==> config.mk <==
export PLATFORM = sky130hd
export DESIGN_NAME = sysid_probe_master_flat
export DESIGN_NICKNAME = d
export VERILOG_FILES = /design/src/rtl/sysid_probe_master_if.sv /design/src/rtl/sysid_probe_master.sv /design/src/flat_wrapper.sv
export SDC_FILE = /design/constraint.sdc
export NUM_CORES = 1
export LEC_CHECK = 0
export CORE_ASPECT_RATIO = 1.4
export CORE_MARGIN = 1
export CORE_UTILIZATION = 40
export DETAILED_ROUTE_END_ITERATION = 10
export GPL_ROUTABILITY_DRIVEN = 0
export PLACE_DENSITY = 0.72
export SETUP_SLACK_MARGIN = 0.2
export SLEW_MARGIN = 0
export SYNTH_ARGS = -nofsm -noshare
export SYNTH_HDL_FRONTEND = slang
export SYNTH_SLANG_ARGS = --single-unit
==> constraint.sdc <==
create_clock -name clock -period 5.2 [get_ports clock]
set_input_delay 1.04 -clock clock [delete_from_list [all_inputs] [get_ports clock]]
set_output_delay 1.04 -clock clock [all_outputs]
set_load 0.05 [all_outputs]
==> src/rtl/sysid_probe_master_if.sv <==
// Avalon-MM read-only port between the system-ID probe master and the sysid slave.
interface sysid_probe_master_if;
  logic        avm_address;
  logic        avm_read;
  logic        avm_waitrequest;
  logic [31:0] avm_readdata;
  logic        avm_readdatavalid;

  modport master (
    output avm_address, avm_read,
    input  avm_waitrequest, avm_readdata, avm_readdatavalid
  );

  modport slave (
    input  avm_address, avm_read,
    output avm_waitrequest, avm_readdata, avm_readdatavalid
  );
endinterface

==> src/rtl/sysid_probe_master.sv <==
// Reads the sysid ID and timestamp words, compares them with build-time constants
// and reports match/timeout status with a retry policy on unresponsive slaves.
module sysid_probe_master #(
  parameter logic [31:0] EXPECTED_ID        = 32'd0,
  parameter logic [31:0] EXPECTED_TIMESTAMP = 32'd1444878925,
  parameter int unsigned TIMEOUT_CYCLES     = 255,
  parameter int unsigned MAX_RETRIES        = 3
) (
  input  logic                        clock,
  input  logic                        reset,
  input  logic                        start,
  sysid_probe_master_if.master        avm,
  output logic                        busy,
  output logic                        done,
  output logic                        id_match,
  output logic                        ts_match,
  output logic                        timeout,
  output logic [31:0]                 id_value,
  output logic [31:0]                 ts_value
);

  typedef enum logic [2:0] {IDLE, ID_REQ, ID_WAIT, TS_REQ, TS_WAIT, CHECK} state_t;

  localparam logic [15:0] TMO_LAST  = 16'(TIMEOUT_CYCLES - 1);
  localparam logic [3:0]  RETRY_MAX = 4'(MAX_RETRIES);

  state_t      state, state_nx;
  logic [15:0] timer;
  logic [3:0]  retry_cnt;
  logic        in_req, in_wait, accept, resp, tmo_evt, retry, enter_req;
  state_t      tmo_target;

  always_comb begin
    in_req     = (state == ID_REQ) || (state == TS_REQ);
    in_wait    = (state == ID_WAIT) || (state == TS_WAIT);
    accept     = in_req && !avm.avm_waitrequest;
    // A zero-latency slave may return data in the accept cycle itself.
    resp       = (accept || in_wait) && avm.avm_readdatavalid;
    tmo_evt    = ((in_req && !accept) || (in_wait && !resp)) && (timer >= TMO_LAST);
    retry      = tmo_evt && (retry_cnt < RETRY_MAX);
    tmo_target = retry ? ID_REQ : CHECK;
  end

  always_ff @(posedge clock or posedge reset) begin
    if (reset) state <= IDLE;
    else       state <= state_nx;
  end

  always_comb begin
    state_nx = state;
    unique case (state)
      IDLE:    if (start) state_nx = ID_REQ;
      ID_REQ:  if (tmo_evt) state_nx = tmo_target;
               else if (resp) state_nx = TS_REQ;
               else if (accept) state_nx = ID_WAIT;
      ID_WAIT: if (tmo_evt) state_nx = tmo_target;
               else if (resp) state_nx = TS_REQ;
      TS_REQ:  if (tmo_evt) state_nx = tmo_target;
               else if (resp) state_nx = CHECK;
               else if (accept) state_nx = TS_WAIT;
      TS_WAIT: if (tmo_evt) state_nx = tmo_target;
               else if (resp) state_nx = CHECK;
      CHECK:   state_nx = IDLE;
      default: state_nx = IDLE;
    endcase
  end

  always_comb begin
    busy            = in_req || in_wait;
    done            = (state == CHECK);
    avm.avm_read    = in_req;
    avm.avm_address = (state == TS_REQ);
  end

  // A retry re-enters ID_REQ from itself, so entry is not just a state change.
  assign enter_req = ((state_nx == ID_REQ) || (state_nx == TS_REQ)) &&
                     ((state_nx != state) || retry);

  always_ff @(posedge clock or posedge reset) begin
    if (reset) begin
      timer     <= '0;
      retry_cnt <= '0;
      id_match  <= 1'b0;
      ts_match  <= 1'b0;
      timeout   <= 1'b0;
      id_value  <= '0;
      ts_value  <= '0;
    end else begin
      if ((state == IDLE) && start) begin
        retry_cnt <= '0;
        id_match  <= 1'b0;
        ts_match  <= 1'b0;
        timeout   <= 1'b0;
        id_value  <= '0;
        ts_value  <= '0;
      end

      if (enter_req)  timer <= '0;
      else if (busy)  timer <= timer + 16'd1;

      if (retry) begin
        retry_cnt <= retry_cnt + 4'd1;
        id_value  <= '0;
        ts_value  <= '0;
      end else if (tmo_evt) begin
        timeout <= 1'b1;
      end

      if (resp) begin
        if ((state == ID_REQ) || (state == ID_WAIT)) id_value <= avm.avm_readdata;
        else                                         ts_value <= avm.avm_readdata;
      end

      if (state == CHECK) begin
        id_match <= !timeout && (id_value == EXPECTED_ID);
        ts_match <= !timeout && (ts_value == EXPECTED_TIMESTAMP);
      end
    end
  end

endmodule

==> src/flat_wrapper.sv <==
// flat-port wrapper written by rule: the top's interface ports become plain ports
module sysid_probe_master_flat 
#(
  parameter logic [31:0] EXPECTED_ID        = 32'd0,
  parameter logic [31:0] EXPECTED_TIMESTAMP = 32'd1444878925,
  parameter int unsigned TIMEOUT_CYCLES     = 255,
  parameter int unsigned MAX_RETRIES        = 3
)
  (clock, reset, start, busy, done, id_match, ts_match, timeout, id_value, ts_value, avm_avm_address, avm_avm_read, avm_avm_waitrequest, avm_avm_readdata, avm_avm_readdatavalid);
  sysid_probe_master_if avm_i ();
  input  logic clock;
  input  logic reset;
  input  logic start;
  output logic busy;
  output logic done;
  output logic id_match;
  output logic ts_match;
  output logic timeout;
  output logic [31:0] id_value;
  output logic [31:0] ts_value;
  output wire logic [$bits(avm_i.avm_address)-1:0] avm_avm_address;
  output wire logic [$bits(avm_i.avm_read)-1:0] avm_avm_read;
  input wire logic [$bits(avm_i.avm_waitrequest)-1:0] avm_avm_waitrequest;
  input wire logic [$bits(avm_i.avm_readdata)-1:0] avm_avm_readdata;
  input wire logic [$bits(avm_i.avm_readdatavalid)-1:0] avm_avm_readdatavalid;
  assign avm_avm_address = avm_i.avm_address;
  assign avm_avm_read = avm_i.avm_read;
  assign avm_i.avm_waitrequest = avm_avm_waitrequest;
  assign avm_i.avm_readdata = avm_avm_readdata;
  assign avm_i.avm_readdatavalid = avm_avm_readdatavalid;
  sysid_probe_master #(.EXPECTED_ID(EXPECTED_ID), .EXPECTED_TIMESTAMP(EXPECTED_TIMESTAMP), .TIMEOUT_CYCLES(TIMEOUT_CYCLES), .MAX_RETRIES(MAX_RETRIES)) u_core (.clock(clock), .reset(reset), .start(start), .avm(avm_i), .busy(busy), .done(done), .id_match(id_match), .ts_match(ts_match), .timeout(timeout), .id_value(id_value), .ts_value(ts_value));
endmodule
==> reports/results.ini, run 1 <==
[worst_hold_path]
min_path_cells = 1
hold_path.class = flip-flop to flip-flop

[clocking]
cts_made_buffers = 9
cts_tree = done
cts_resized = 0
clk_latency_ps = 330
h-tree-depth = 3
ctsHoldBuffers = 0
cts_root_buf = clkbuf_16
path_clk_slew_ps = 60
cts.sinks = 90
postCtsSetupRepairBufs = 0
cts_max_path_buffers = 2

[setup_path]
cp-end-kind = primary output
worst_ep_required_time_ps = 4160
start_kind = flip-flop
regToRegEndpoint = u_core.ts_value[16]
critPathKind = flip-flop to primary output
r2r_slack_ps = 2820
cp.arrival_ps = 2410
cp-endpoint = busy
crit_path_start = u_core.state[1]
path_max_fanout = 13
reg2reg_from = u_core.state[2]
worst-r2r-cell-count = 7

[layout]
multiInputGateArea_mm2 = 0.001630
finalNetCount = 538
final_cell_mix = clkdlybuf4s50_1 (107), dfrtp_1 (90), nand2_1 (77), a22o_1 (33), nor2_1 (26)
drive_gt1_share_pct = 6.759
n_fill_cell = 840
antenna_cells = 0
areaGrowthSynthToFinish_pct = 38.14
instances_no_fill = 638
final_common_cell = clkdlybuf4s50_1
seqCellArea_mm2 = 0.002252

[place]
dp_slack_ps = 1921
io_buffers = 107
hpwl_mm = 7.837
dp.cells = 622

[timing]
setup_viol = 0
worstMarginPinSlew_ps = 1207
fmax_ghz = 0.2899
postLayoutSetupSlackWorst_ps = 1751
fin_crit_ps = 3449
fin_crit_sh_pct = 66.33
max_slew_margin_pct = 19.54
skew_ps = 5.322
hold_viol_final = 0
fin_tns_setup_ps = 0
rsz0062_at_grt = no
drv_slew = 0

[die]
die_w_um = 86.82
core_area_mm2 = 0.009846
die_area_mm2 = 0.01048
start_util_pct = 40.92
rows = 43
die_h_um = 120.7
pin_count = 108

[grt]
grt.total_usage_pct = 22.58
overflow = 0
grt_pass1_wl_mm = 17.99
antenna_found_initial = 0
grt_max_degree = 66
grt_pass1_vias = 3441

[logic_synthesis]
ys_types = 51
yosys_register_bits = 90
syn_avg_cell_area_um2 = 10.23
synth_edf_count = 0
synth_ff_type = dfrtp_1
synth_fp_nets = 434
synthArstFlopShare_pct = 100.0
netlist_area_mm2 = 0.004029
synthCells = 394
synth_warnings = 0
synth_seq_area_share_pct = 55.90

[routing]
drtAntennaViolNets = 0
viasPerCell = 5.348
drt_iter0_markers = 254
routed_wl_mm = 11.15
drc = 0
wl_per_cell_um = 17.47
drtPass1Iterations = 4
vias = 3412

[power_and_ir_drop]
switching_share_pct = 44.13
p_comb_share_pct = 46.7
leakagePower_nw = 2.360
power_switching_w = 0.001532
seqPwrFrac_pct = 30.6
vdd_drop_max_mv = 0.3386
power-per-cell-area_mw_per_mm2 = 623.9
p_clk_share_pct = 22.7
p_int_w = 0.001940

[run_status]
run_status = finished clean

[run]
max_cap_violations = 0

==> flip-flops by register name, summed over array words and instances, names as in the netlist <==
register / count
u_core.state: 3
u_core.id_value: 32
u_core.timer: 16
u_core.ts_value: 32
u_core.retry_cnt: 4
u_core.ts_match: 1
u_core.timeout: 1
u_core.id_match: 1
==> cell usage after synthesis, types with 2 or more instances <==
| library cell | count | share of area (%) |
|---|---|---|
| o21ai_0 | 25 | 3.1 |
| a31o_2 | 2 | 0.43 |
| and2_1 | 4 | 0.62 |
| nand4_1 | 7 | 1.1 |
| nor3b_1 | 2 | 0.37 |
| o31ai_1 | 2 | 0.37 |
| o21a_1 | 2 | 0.37 |
| nor4_1 | 12 | 1.9 |
| nor3_1 | 10 | 1.2 |
| xnor2_1 | 12 | 2.6 |
| a22o_1 | 33 | 7.2 |
| xor2_1 | 3 | 0.65 |
| buf_1 | 2 | 0.19 |
| buf_2 | 6 | 0.75 |
| buf_6 | 5 | 1.4 |
| nor4bb_1 | 2 | 0.50 |
| nand3_1 | 8 | 0.99 |
| and3_1 | 4 | 0.62 |
| a21oi_1 | 3 | 0.37 |
| dfrtp_1 | 90 | 56 |
| nand2_1 | 77 | 7.2 |
| clkbuf_1 | 7 | 0.65 |
| nor4b_1 | 2 | 0.43 |
| nand2b_1 | 2 | 0.31 |
| ha_1 | 3 | 0.93 |
| nor2b_1 | 2 | 0.31 |
| inv_1 | 8 | 0.75 |
| nor2_1 | 26 | 2.4 |
| o21ai_1 | 11 | 1.4 |
==> worst max-delay path, cell delays in order (launching register included) <==
cell	delay, ps
dfrtp_1	520
o21ai_1	440
nand2_1	180
inv_1	130
clkdlybuf4s50_1	810
==> per-stage QoR <==
stage               total power, W  utilization [%]  hold slack, ps  cell area, um2
finish                    0.003472            56.53           494.1            5565
global route              0.003641            56.53           526.4            5565
CTS                       0.003496            56.53           503.1            5565
floorplan                 0.002186                -           457.3            4029
global placement          0.002663            52.80           470.4            5199
detailed placement        0.002698            52.80           488.7            5199
==> worst min path at each step <==
stage | slack, ps | start | endpoint
3_3_place_gp | 470 | u_core.retry_cnt[0] | u_core.retry_cnt[0]
6_report | 490 | u_core.id_match | u_core.id_match
4_1_cts | 500 | u_core.id_match | u_core.id_match
3_5_place_dp | 490 | u_core.id_match | u_core.id_match
2_1_floorplan | 460 | u_core.retry_cnt[0] | u_core.retry_cnt[0]
5_1_grt | 530 | u_core.retry_cnt[0] | u_core.retry_cnt[0]
==> power groups by stage <==
stage	combinational, W	sequential, W	clock (W)
after floorplan	0.000656	0.00153	0
after detailed placement	0.00163	0.00107	0
final	0.00162	0.00106	0.000788
after CTS	0.00164	0.00106	0.000800
after global routing	0.00173	0.00109	0.000826
after global placement	0.00160	0.00106	0
==> metal layers <==
metal	share of wire, %	wire [um]	GRT usage (%)
met5	0	0	0
met2	52	5799	38.19
met3	6.0	671	4.710
met4	1.5	167	7.604
met1	40	4507	28.48
==> final cells by class <==
class                      count  area share [%]
tap                          135           3.035
multi-input combinational    276           29.29
sequential                    90           40.47
timing repair buffer         113           20.05
clock buffer                   9           4.047
clock inverter                 7           2.540
inverter                       8          0.5621
==> cell families after synthesis <==
family,count (synthesis),share of synthesized area [%]
buffers and inverters,28,3.727
flip-flops,90,55.90
AND/OR/NAND/NOR,166,19.78
AO/OA/AOI/OAI,90,15.87
multiplexers,2,0.5279
adder cells (fa/ha/maj),3,0.9318
XOR/XNOR,15,3.261
Note: power is estimated with default switching activity, not from simulation.
==> run 2: changes to the inputs <==
Settings changed: PLACE_DENSITY 0.72 to 0.75.
Clock period 5.2 ns to 3 ns, I/O delays scaled along.
==> reports/results.ini, run 2 (synthesis gave the netlist of run 1 again) <==
[setup_path]
crit_path_start = u_core.state[0]
critPathKind = flip-flop to primary output
cp-endpoint = avm_avm_address
worst_ep_required_time_ps = 2400
max_stage_delay_ps = 790
cp.arrival_ps = 2080
crit_path_cell_trace = nand2b_1 > inv_1 > and2_1 > clkdlybuf4s50_1
cp_top_family = buffers and inverters
cp_num_buf_inv = 2
cp-end-kind = primary output
start_kind = flip-flop
slowest_stage = clkdlybuf4s50_1
worst-r2r-cell-count = 6
path_depth = 4
path_max_fanout = 12
r2r_slack_ps = 880
reg2reg_from = u_core.state[1]
regToRegEndpoint = u_core.id_value[16]

[timing]
postLayoutSetupSlackWorst_ps = 321.9
rsz0062_at_grt = no
fin_crit_sh_pct = 89.27
fmax_ghz = 0.3734
fin_tns_setup_ps = 0
fin_crit_ps = 2678
worstMarginPinSlew_ps = 674.4
max_slew_margin_pct = 54.83
setup_viol = 0
whs_ps = 483.4
skew_ps = 8.479
hold_viol_final = 0
drv_slew = 0

[layout]
multiInputGateArea_mm2 = 0.001630
drive_gt1_share_pct = 7.312
n_fill_cell = 846
reg_top3 = u_core.id_value: 32 flops, u_core.ts_value: 32 flops, u_core.timer: 16 flops
instances_no_fill = 641
finalNetCount = 542
design_area_mm2 = 0.005547
final_common_cell = clkdlybuf4s50_1
seqCellArea_mm2 = 0.002252
areaGrowthSynthToFinish_pct = 37.67
final_cell_mix = clkdlybuf4s50_1 (105), dfrtp_1 (90), nand2_1 (77), a22o_1 (33), nor2_1 (26)
antenna_cells = 0

[place]
hpwl_mm = 7.873
dp.cells = 626
postPlaceCellArea_mm2 = 0.005256
dp_slack_ps = 402.1
io_buffers = 107

[die]
core_area_mm2 = 0.009846
start_util_pct = 40.92
rows = 43
pin_count = 108
die_area_mm2 = 0.01048
die_h_um = 120.7
die_w_um = 86.82

[worst_hold_path]
hold_path.class = flip-flop to flip-flop
min_path_cells = 1

[routing]
drc = 0
drtPass1Iterations = 4
drtAntennaViolNets = 0
viasPerCell = 5.427
vias = 3479
wl_per_cell_um = 17.06
routed_wl_mm = 10.94
drt_iter0_markers = 263

[clocking]
cts_made_buffers = 9
cts_max_path_buffers = 2
path_clk_slew_ps = 60
h-tree-depth = 3
cts_root_buf = clkbuf_16
cts.sinks = 90
postCtsSetupRepairBufs = 0
cts_tree = done
clk_latency_ps = 340

[grt]
grt_max_degree = 35
grt_pass1_vias = 3487
grt_pass1_wl_mm = 17.42
antenna_found_initial = 0
grt.total_usage_pct = 21.75
overflow = 0

[power_and_ir_drop]
vdd_drop_max_mv = 0.5109
power-per-cell-area_mw_per_mm2 = 1048
leakagePower_nw = 2.351

[run]
max_cap_violations = 0

[run_status]
run_status = finished clean

==> run 2: cell type report <==
class	count	share of cell area [%]
clock buffers	9	4.060
well taps	135	3.045
multi-input cells	276	29.39
repair buffers	117	21.07
clock inverters	6	1.218
inverters	8	0.6091
flip-flops and latches	90	40.60
==> run 2: routing by layer <==
metal,global-route usage (%),share of wire (%)
met5,0,0
met4,8.542,2.1
met3,3.754,5.4
met2,37.99,52
met1,26.29,41
==> run 2: repair_timing <==
action | in CTS | in global routing
hold buffers | 0 | 0
hold endpoints to repair | 0 | 0
setup endpoints to repair | 2 | 0
gates resized for setup | 2 | 0
==> run 2: how the worst min path moves through the flow <==
stage / from / slack [ps] / endpoint
final: u_core.retry_cnt[0] / 480 / u_core.retry_cnt[0]
after global routing: u_core.retry_cnt[0] / 520 / u_core.retry_cnt[0]
after CTS: u_core.retry_cnt[0] / 490 / u_core.retry_cnt[0]
after detailed placement: u_core.retry_cnt[0] / 480 / u_core.retry_cnt[0]
after global placement: u_core.retry_cnt[0] / 470 / u_core.retry_cnt[0]
after floorplan: u_core.retry_cnt[0] / 460 / u_core.retry_cnt[0]
==> run 2: power breakdown <==
group / internal (W) / total (W) / switching (W)
Sequential: 0.00152 / 0.00184 / 0.000323
Clock: 0.000643 / 0.00110 / 0.000456
Combinational: 0.000994 / 0.00287 / 0.00188
==> run 2: through the flow <==
| step | utilization (%) | power, W |
|---|---|---|
| 3_5_place_dp | 53.39 | 0.004752 |
| 5_1_grt | 56.34 | 0.006067 |
| 6_report | 56.34 | 0.005814 |
| 2_1_floorplan | - | 0.003790 |
| 4_1_cts | 56.34 | 0.005847 |
| 3_3_place_gp | 53.39 | 0.004680 |
